$ cat config.mk
export PLATFORM = sky130hd
export DESIGN_NAME = write_bus_arbiter_flat
export DESIGN_NICKNAME = d
export VERILOG_FILES = /design/src/rtl/write_bus_arbiter_pkg.sv /design/src/rtl/write_bus_arbiter_if.sv /design/src/rtl/write_bus_arbiter_wb_source_fifo.sv /design/src/rtl/write_bus_arbiter.sv /design/src/flat_wrapper.sv
export SDC_FILE = /design/constraint.sdc
export NUM_CORES = 1
export LEC_CHECK = 0
export ABC_CLOCK_PERIOD_IN_PS = 2400
export CAP_MARGIN = 20
export CORE_MARGIN = 3
export CORE_UTILIZATION = 50
export DETAILED_ROUTE_END_ITERATION = 8
export PLACE_DENSITY = 0.75
export SYNTH_ARGS = -nofsm -noshare
export SYNTH_HDL_FRONTEND = slang
export SYNTH_SLANG_ARGS = --single-unit
$ cat constraint.sdc
create_clock -name clock -period 2.4 [get_ports clock]
set_input_delay 0.24 -clock clock [delete_from_list [all_inputs] [get_ports clock]]
set_output_delay 0.24 -clock clock [all_outputs]
set_load 0.01 [all_outputs]
$ cat src/rtl/write_bus_arbiter_pkg.sv
// write_bus_arbiter_pkg: shared widths, source IDs and round-robin helpers
// for the register-file write-back arbiter.
package write_bus_arbiter_pkg;
    localparam int WORD_WIDTH    = 32;
    localparam int REG_SEL_WIDTH = 5;

    typedef enum logic [1:0] {
        SRC_LEFT  = 2'd0,
        SRC_RIGHT = 2'd1,
        SRC_THIRD = 2'd2
    } src_id_t;

    function automatic src_id_t rr_next(src_id_t s);
        return s == SRC_LEFT ? SRC_RIGHT : s == SRC_RIGHT ? SRC_THIRD : SRC_LEFT;
    endfunction

    // First requester at or after ptr; caller qualifies with |req.
    function automatic src_id_t rr_pick(logic [2:0] req, src_id_t ptr);
        src_id_t s1 = rr_next(ptr);
        src_id_t s2 = rr_next(s1);
        return req[ptr] ? ptr : req[s1] ? s1 : s2;
    endfunction
endpackage

$ cat src/rtl/write_bus_arbiter_if.sv
// write_bus_arbiter_if: producer handshakes plus the shared write bus.
// Forwarding selects/controls exist only when WBARB_FORWARD_EN is defined.
interface write_bus_arbiter_if
    import write_bus_arbiter_pkg::*;
#(
    parameter int WordWidth   = WORD_WIDTH,
    parameter int RegSelWidth = REG_SEL_WIDTH
);
    logic                   in_LeftValid, in_RightValid, in_ThirdValid;
    logic [WordWidth-1:0]   in_LeftData, in_RightData, in_ThirdData;
    logic [RegSelWidth-1:0] in_LeftDest, in_RightDest, in_ThirdDest;
    logic                   out_LeftReady, out_RightReady, out_ThirdReady;
    logic                   out_WriteEnable;
    logic [WordWidth-1:0]   out_WriteBus;
    logic [RegSelWidth-1:0] out_WriteDest;
    logic [1:0]             out_WriteSource;
`ifdef WBARB_FORWARD_EN
    logic [RegSelWidth-1:0] in_LeftReadSel, in_RightReadSel, in_ThirdReadSel;
    logic                   out_WriteToLeftRead, out_WriteToRightRead, out_WriteToThirdRead;
`endif

    modport master (
`ifdef WBARB_FORWARD_EN
        output in_LeftReadSel, in_RightReadSel, in_ThirdReadSel,
        input  out_WriteToLeftRead, out_WriteToRightRead, out_WriteToThirdRead,
`endif
        output in_LeftValid, in_RightValid, in_ThirdValid,
        output in_LeftData, in_RightData, in_ThirdData,
        output in_LeftDest, in_RightDest, in_ThirdDest,
        input  out_LeftReady, out_RightReady, out_ThirdReady,
        input  out_WriteEnable, out_WriteBus, out_WriteDest, out_WriteSource
    );

    modport slave (
`ifdef WBARB_FORWARD_EN
        input  in_LeftReadSel, in_RightReadSel, in_ThirdReadSel,
        output out_WriteToLeftRead, out_WriteToRightRead, out_WriteToThirdRead,
`endif
        input  in_LeftValid, in_RightValid, in_ThirdValid,
        input  in_LeftData, in_RightData, in_ThirdData,
        input  in_LeftDest, in_RightDest, in_ThirdDest,
        output out_LeftReady, out_RightReady, out_ThirdReady,
        output out_WriteEnable, out_WriteBus, out_WriteDest, out_WriteSource
    );
endinterface

$ cat src/rtl/write_bus_arbiter_wb_source_fifo.sv
// wb_source_fifo: per-producer FIFO of {dest, data} with a registered full flag,
// so Ready never depends on a same-cycle pop.
module wb_source_fifo #(
    parameter int Width = 37,
    parameter int Depth = 2
) (
    input  logic             clock,
    input  logic             reset,
    input  logic             push,
    input  logic             pop,
    input  logic [Width-1:0] din,
    output logic [Width-1:0] dout,
    output logic             empty,
    output logic             full
);
    localparam int AW = $clog2(Depth);

    logic [AW-1:0]    wr_q, wr_d, rd_q, rd_d;
    logic [AW:0]      cnt_q, cnt_d;
    logic             full_q, full_d;
    logic [Width-1:0] mem_q [Depth];
    logic [Width-1:0] mem_d [Depth];

    always_comb begin
        mem_d = mem_q;
        if (push) mem_d[wr_q] = din;
        wr_d   = wr_q + AW'(push);
        rd_d   = rd_q + AW'(pop);
        cnt_d  = cnt_q + (AW+1)'(push) - (AW+1)'(pop);
        full_d = cnt_d == (AW+1)'(Depth);
    end

    always_ff @(posedge clock or negedge reset) begin
        if (!reset) begin
            mem_q  <= '{default: '0};
            wr_q   <= '0;
            rd_q   <= '0;
            cnt_q  <= '0;
            full_q <= 1'b0;
        end else begin
            mem_q  <= mem_d;
            wr_q   <= wr_d;
            rd_q   <= rd_d;
            cnt_q  <= cnt_d;
            full_q <= full_d;
        end
    end

    assign dout  = mem_q[rd_q];
    assign empty = cnt_q == '0;
    assign full  = full_q;
endmodule

$ cat src/rtl/write_bus_arbiter.sv
// write_bus_arbiter: three buffered producers share one registered write bus
// under round-robin grant. Optional forwarding selects under WBARB_FORWARD_EN.
module write_bus_arbiter
    import write_bus_arbiter_pkg::*;
#(
    parameter int WordWidth   = WORD_WIDTH,
    parameter int RegSelWidth = REG_SEL_WIDTH,
    parameter int FifoDepth   = 2
) (
    input logic               clock,
    input logic               reset,
    write_bus_arbiter_if.slave bus
);
    localparam int EW = WordWidth + RegSelWidth;

    logic [2:0]             valid, push, pop, empty, full, req;
    logic [EW-1:0]          din [3];
    logic [EW-1:0]          head [3];
    src_id_t                rr_q, rr_d, src_q, src_d, grant;
    logic                   we_q, we_d;
    logic [WordWidth-1:0]   data_q, data_d;
    logic [RegSelWidth-1:0] dest_q, dest_d;

    assign valid  = {bus.in_ThirdValid, bus.in_RightValid, bus.in_LeftValid};
    assign din[0] = {bus.in_LeftDest, bus.in_LeftData};
    assign din[1] = {bus.in_RightDest, bus.in_RightData};
    assign din[2] = {bus.in_ThirdDest, bus.in_ThirdData};
    assign push   = valid & ~full;

    for (genvar i = 0; i < 3; i++) begin : g_fifo
        wb_source_fifo #(.Width(EW), .Depth(FifoDepth)) u_fifo (
            .clock(clock),
            .reset(reset),
            .push (push[i]),
            .pop  (pop[i]),
            .din  (din[i]),
            .dout (head[i]),
            .empty(empty[i]),
            .full (full[i])
        );
    end

    always_comb begin
        req   = ~empty;
        grant = rr_pick(req, rr_q);
        we_d  = |req;
        pop   = '0;
        if (we_d) pop[grant] = 1'b1;
        rr_d  = we_d ? rr_next(grant) : rr_q;
        src_d = we_d ? grant : src_q;
        {dest_d, data_d} = we_d ? head[grant] : {dest_q, data_q};
    end

    always_ff @(posedge clock or negedge reset) begin
        if (!reset) begin
            rr_q   <= SRC_LEFT;
            src_q  <= SRC_LEFT;
            we_q   <= 1'b0;
            data_q <= '0;
            dest_q <= '0;
        end else begin
            rr_q   <= rr_d;
            src_q  <= src_d;
            we_q   <= we_d;
            data_q <= data_d;
            dest_q <= dest_d;
        end
    end

    assign bus.out_LeftReady   = ~full[0];
    assign bus.out_RightReady  = ~full[1];
    assign bus.out_ThirdReady  = ~full[2];
    assign bus.out_WriteEnable = we_q;
    assign bus.out_WriteBus    = data_q;
    assign bus.out_WriteDest   = dest_q;
    assign bus.out_WriteSource = src_q;

`ifdef WBARB_FORWARD_EN
    // Registered with the bus so a match appears in the same cycle as the write.
    logic [2:0] fwd_q, fwd_d;

    always_comb begin
        fwd_d = {3{we_d}} & {dest_d == bus.in_ThirdReadSel,
                             dest_d == bus.in_RightReadSel,
                             dest_d == bus.in_LeftReadSel};
    end

    always_ff @(posedge clock or negedge reset) begin
        if (!reset) fwd_q <= '0;
        else        fwd_q <= fwd_d;
    end

    assign bus.out_WriteToLeftRead  = fwd_q[0];
    assign bus.out_WriteToRightRead = fwd_q[1];
    assign bus.out_WriteToThirdRead = fwd_q[2];
`endif
endmodule

$ cat src/flat_wrapper.sv
// flat-port wrapper written by rule: the top's interface ports become plain ports
module write_bus_arbiter_flat import write_bus_arbiter_pkg::*;
#(
    parameter int WordWidth   = WORD_WIDTH,
    parameter int RegSelWidth = REG_SEL_WIDTH,
    parameter int FifoDepth   = 2
)
  (clock, reset, bus_in_LeftValid, bus_in_RightValid, bus_in_ThirdValid, bus_in_LeftData, bus_in_RightData, bus_in_ThirdData, bus_in_LeftDest, bus_in_RightDest, bus_in_ThirdDest, bus_out_LeftReady, bus_out_RightReady, bus_out_ThirdReady, bus_out_WriteEnable, bus_out_WriteBus, bus_out_WriteDest, bus_out_WriteSource);
  write_bus_arbiter_if #(.WordWidth(WordWidth), .RegSelWidth(RegSelWidth)) bus_i ();
  input logic clock;
  input logic reset;
  input wire logic [$bits(bus_i.in_LeftValid)-1:0] bus_in_LeftValid;
  input wire logic [$bits(bus_i.in_RightValid)-1:0] bus_in_RightValid;
  input wire logic [$bits(bus_i.in_ThirdValid)-1:0] bus_in_ThirdValid;
  input wire logic [$bits(bus_i.in_LeftData)-1:0] bus_in_LeftData;
  input wire logic [$bits(bus_i.in_RightData)-1:0] bus_in_RightData;
  input wire logic [$bits(bus_i.in_ThirdData)-1:0] bus_in_ThirdData;
  input wire logic [$bits(bus_i.in_LeftDest)-1:0] bus_in_LeftDest;
  input wire logic [$bits(bus_i.in_RightDest)-1:0] bus_in_RightDest;
  input wire logic [$bits(bus_i.in_ThirdDest)-1:0] bus_in_ThirdDest;
  output wire logic [$bits(bus_i.out_LeftReady)-1:0] bus_out_LeftReady;
  output wire logic [$bits(bus_i.out_RightReady)-1:0] bus_out_RightReady;
  output wire logic [$bits(bus_i.out_ThirdReady)-1:0] bus_out_ThirdReady;
  output wire logic [$bits(bus_i.out_WriteEnable)-1:0] bus_out_WriteEnable;
  output wire logic [$bits(bus_i.out_WriteBus)-1:0] bus_out_WriteBus;
  output wire logic [$bits(bus_i.out_WriteDest)-1:0] bus_out_WriteDest;
  output wire logic [$bits(bus_i.out_WriteSource)-1:0] bus_out_WriteSource;
  assign bus_i.in_LeftValid = bus_in_LeftValid;
  assign bus_i.in_RightValid = bus_in_RightValid;
  assign bus_i.in_ThirdValid = bus_in_ThirdValid;
  assign bus_i.in_LeftData = bus_in_LeftData;
  assign bus_i.in_RightData = bus_in_RightData;
  assign bus_i.in_ThirdData = bus_in_ThirdData;
  assign bus_i.in_LeftDest = bus_in_LeftDest;
  assign bus_i.in_RightDest = bus_in_RightDest;
  assign bus_i.in_ThirdDest = bus_in_ThirdDest;
  assign bus_out_LeftReady = bus_i.out_LeftReady;
  assign bus_out_RightReady = bus_i.out_RightReady;
  assign bus_out_ThirdReady = bus_i.out_ThirdReady;
  assign bus_out_WriteEnable = bus_i.out_WriteEnable;
  assign bus_out_WriteBus = bus_i.out_WriteBus;
  assign bus_out_WriteDest = bus_i.out_WriteDest;
  assign bus_out_WriteSource = bus_i.out_WriteSource;
  write_bus_arbiter #(.WordWidth(WordWidth), .RegSelWidth(RegSelWidth), .FifoDepth(FifoDepth)) u_core (.clock(clock), .reset(reset), .bus(bus_i));
endmodule
==> flow_summary_export.csv <==
group,metric,value,unit
clock_tree,clk_pin_slew,60,ps
placed_design,hpwl,17.93,mm
route,initialDrtViolationCount,345,
route,viasPerCell,5.459,
power,leakagePower,6.658,nW
clock_tree,cts.htree.levels,1,
clock_tree,worstSkewPairLatency,530,ps
flow_run,drv_cap,0,
timing,slew-limit-headroom,41.87,%
worst_setup_path,end_kind,"flip-flop",
timing,finalHoldViolCount,0,
clock_tree,clock-sinks,279,
logic_synthesis,ys_async_sr_fraction,100.0,%
timing,hold_ws,282.4,ps
worst_setup_path,arrival,2850,ps
timing,fin_crit_sh,99.33,%
timing,slew_viol_final,0,
power,p_per_area,1523,nW/um^2
worst_setup_path,crit_type,"reg -> reg",
floorplan,boundaryPins,159,
logic_synthesis,synthFlopType,"dfrtp_1",
cells_and_area,syn_to_final_growth,25.63,%
floorplan,coreArea,23820,um^2
floorplan,dieArea,26570,um^2
clock_tree,clk_path_buf_depth,3,
power,peakVddDrop,797.3,uV
grt,grt_max_degree,82,
logic_synthesis,synth_nets,971,
cells_and_area,n_antenna_cell,0,
grt,grt-ovfl-total,0,
timing,setup_violations,0,
grt,grt_pass1_wl,43.88,mm
worst_setup_path,worstPathMaxFanout,2,
route,antenna_left,0,
grt,antenna_found_initial,2,
logic_synthesis,synth_xor_xnor_area_share,0.6396,%
timing,max_clock_freq,419.5,MHz
clock_tree,cts_tree,"built",
logic_synthesis,synthDistinctLibCells,27,
logic_synthesis,synth-warning-count,0,
grt,grt_use_total,20.97,%
logic_synthesis,syn_area_per_cell,14.62,um^2
cells_and_area,final_util,64.99,%
worst_setup_path,start_kind,"flip-flop",
logic_synthesis,synth_area,12320,um^2
floorplan,start_util,51.73,%
logic_synthesis,yosys_register_bits,279,
floorplan,std_cell_rows,56,
timing,tns,0,ps
cells_and_area,drive_above_1_share,36.24,%
timing,fin_skew,10.49,ps
route,drtPass1Iterations,6,
floorplan,die_height,163,um
route,drc,0,
clock_tree,cts_inserted_buffers,29,
grt,grt_pass1_vias,8005,
logic_synthesis,netlist_instances,843,
timing,rsz0062_at_grt,"true",
route,wl,27.69,mm
logic_synthesis,synth_edf_count,0,
logic_synthesis,yosys.area_share.simple,2.061,%
timing,tightest_slew,870.7,ps
placed_design,port_buffers,158,
placed_design,routabilityCongestion,0.7790,
power,p_total,23.58,mW
logic_synthesis,synth_fa_ha_area_share,1.218,%
outcome,status,"finished, final reports clean",
logic_synthesis,synth_mux_area_share,32.67,%
timing,period_needed,2384,ps
min_path,holdCritPathClass,"in -> async",
worst_setup_path,required,2870,ps
logic_synthesis,yosysSeqAreaShare,56.65,%
floorplan,die_w,163,um
route,routedWlPerCell,20.49,um
clock_tree,clock_tree.root_cell,"clkbuf_16",
logic_synthesis,synth_top_family_by_area,"multiplexers",
cells_and_area,final_nets,1140,
route,num_vias,7375,
logic_synthesis,synth-compound-area-share,4.254,%
[logic make-up after synthesis]
logic type / count (synthesis)
DFF: 279
muxes: 370
AOI/OAI and AO/OA: 49
buffers and inverters: 69
and+or+nand+nor: 55
adders and majority gates: 12
xor gates and xnor gates: 9
[final cells by class]
cell class	count	area, um^2
fillers	1781	8339
flip-flops and latches	279	6985
multi-input cells	495	5121
repair buffers	190	1967
clock buffers	44	862.1
well taps	319	399.1
clock inverters	7	85.08
inverters	17	63.81
[layer usage]
layer	global-route usage (%)	up-vias	routed length (um)
li1	-	3374	-
met1	29.23	3804	12700
met2	34.94	157	13120
met3	3.967	36	1405
met4	3.768	4	429
met5	0	-	23
[Yosys cell counts (all sizes together) (3+ instances only)]
cell	number	area (um^2)
nand2	3	11.26
a221oi	36	440.4
inv	17	63.81
mux2	258	2905
dfrtp	279	6982
a21o	3	22.52
ha	12	150.1
o21ai	4	20.02
nor2	41	153.9
clkbuf	35	131.4
a21oi	3	15.01
buf	17	113.9
mux2i	112	1121
nor2b	5	31.28
nor3	5	46.30
xnor2	6	52.55
xor2	3	26.28
[path summary, 6_finish.rpt]
kind | start | to | slack, ps | cells after the start
min in group clock | bus_in_LeftData[9] | u_core.g_fifo[0].u_fifo.mem_q[9] | 340 | 2
min reg2reg | u_core.g_fifo[2].u_fifo.mem_q[36] | u_core.g_fifo[2].u_fifo.mem_q[36] | 500 | 1
max in group asynchronous | reset | u_core.g_fifo[2].u_fifo.mem_q[32] | 1380 | 3
max | u_core.g_fifo[0].u_fifo.cnt_q[1] | u_core.g_fifo[0].u_fifo.full | 20 | 10
max reg2reg | u_core.g_fifo[0].u_fifo.cnt_q[1] | u_core.g_fifo[0].u_fifo.full | 20 | 10
min | reset | u_core.g_fifo[1].u_fifo.mem_q[40] | 280 | 2
[where the power goes]
| part | internal (mW) | switching, mW | total (mW) |
|---|---|---|---|
| logic | 6.02 | 4.46 | 10.5 |
| clock network | 2.67 | 1.77 | 4.43 |
| registers | 7.24 | 1.43 | 8.67 |
| total | 15.9 | 7.66 | 23.6 |
[flip-flops by register name (all words and copies together), names as in the netlist]
name                        cells
u_core.rr_q                     2
u_core.bus.out_WriteSource      2
u_core.g_fifo.u_fifo.rd_q       3
u_core.g_fifo.u_fifo.wr_q       3
u_core.g_fifo.u_fifo.full       3
u_core.g_fifo.u_fifo.mem_q    222
u_core.bus.out_WriteDest        5
u_core.g_fifo.u_fifo.cnt_q      6
u_core.bus.out_WriteEnable      1
u_core.bus.out_WriteBus        32
[cells in the final DEF, fill, tap and decap left out, types with 5 or more instances in the layout]
| master | Yosys | routed |
|---|---|---|
| clkbuf_16 | 0 | 29 |
| xnor2_1 | 6 | 5 |
| clkdlybuf4s50_1 | 0 | 157 |
| inv_1 | 17 | 15 |
| nor2_1 | 41 | 40 |
| mux2i_1 | 112 | 112 |
| mux2_2 | 255 | 255 |
| buf_4 | 0 | 20 |
| clkbuf_1 | 35 | 7 |
| buf_12 | 0 | 11 |
| a221oi_2 | 20 | 20 |
| clkinv_2 | 0 | 5 |
| dfrtp_1 | 279 | 276 |
| clkbuf_8 | 0 | 8 |
| ha_2 | 0 | 6 |
| a221oi_1 | 16 | 16 |
[what timing repair did]
action                                  in CTS  in global routing
resized for setup                            0                  8
endpoints found under the hold margin       76                  0
hold buffers                                 1                  0
endpoints found under the setup margin       0                  1
setup buffers                                0                  2
[metrics by stage]
stage	area [um^2]	cells	setup WS, ps
after global placement	14470	1297	72.61
after CTS	15430	1349	3.804
after detailed placement	14470	1297	21.24
after floorplan	12320	843	28.68
final	15480	1351	16.05
after global routing	15480	1351	-61.77
[worst max-delay path, stage by stage (launching register included)]
cell      delay, ps
dfrtp_1         370
or4_4           560
nor3_4          240
a211oi_4         50
nor2b_4         150
ha_4            260
inv_2            40
ha_4            150
xnor2_2         130
xnor2_1         210
nor2b_1         150
Note: power is estimated with default switching activity, not from simulation.
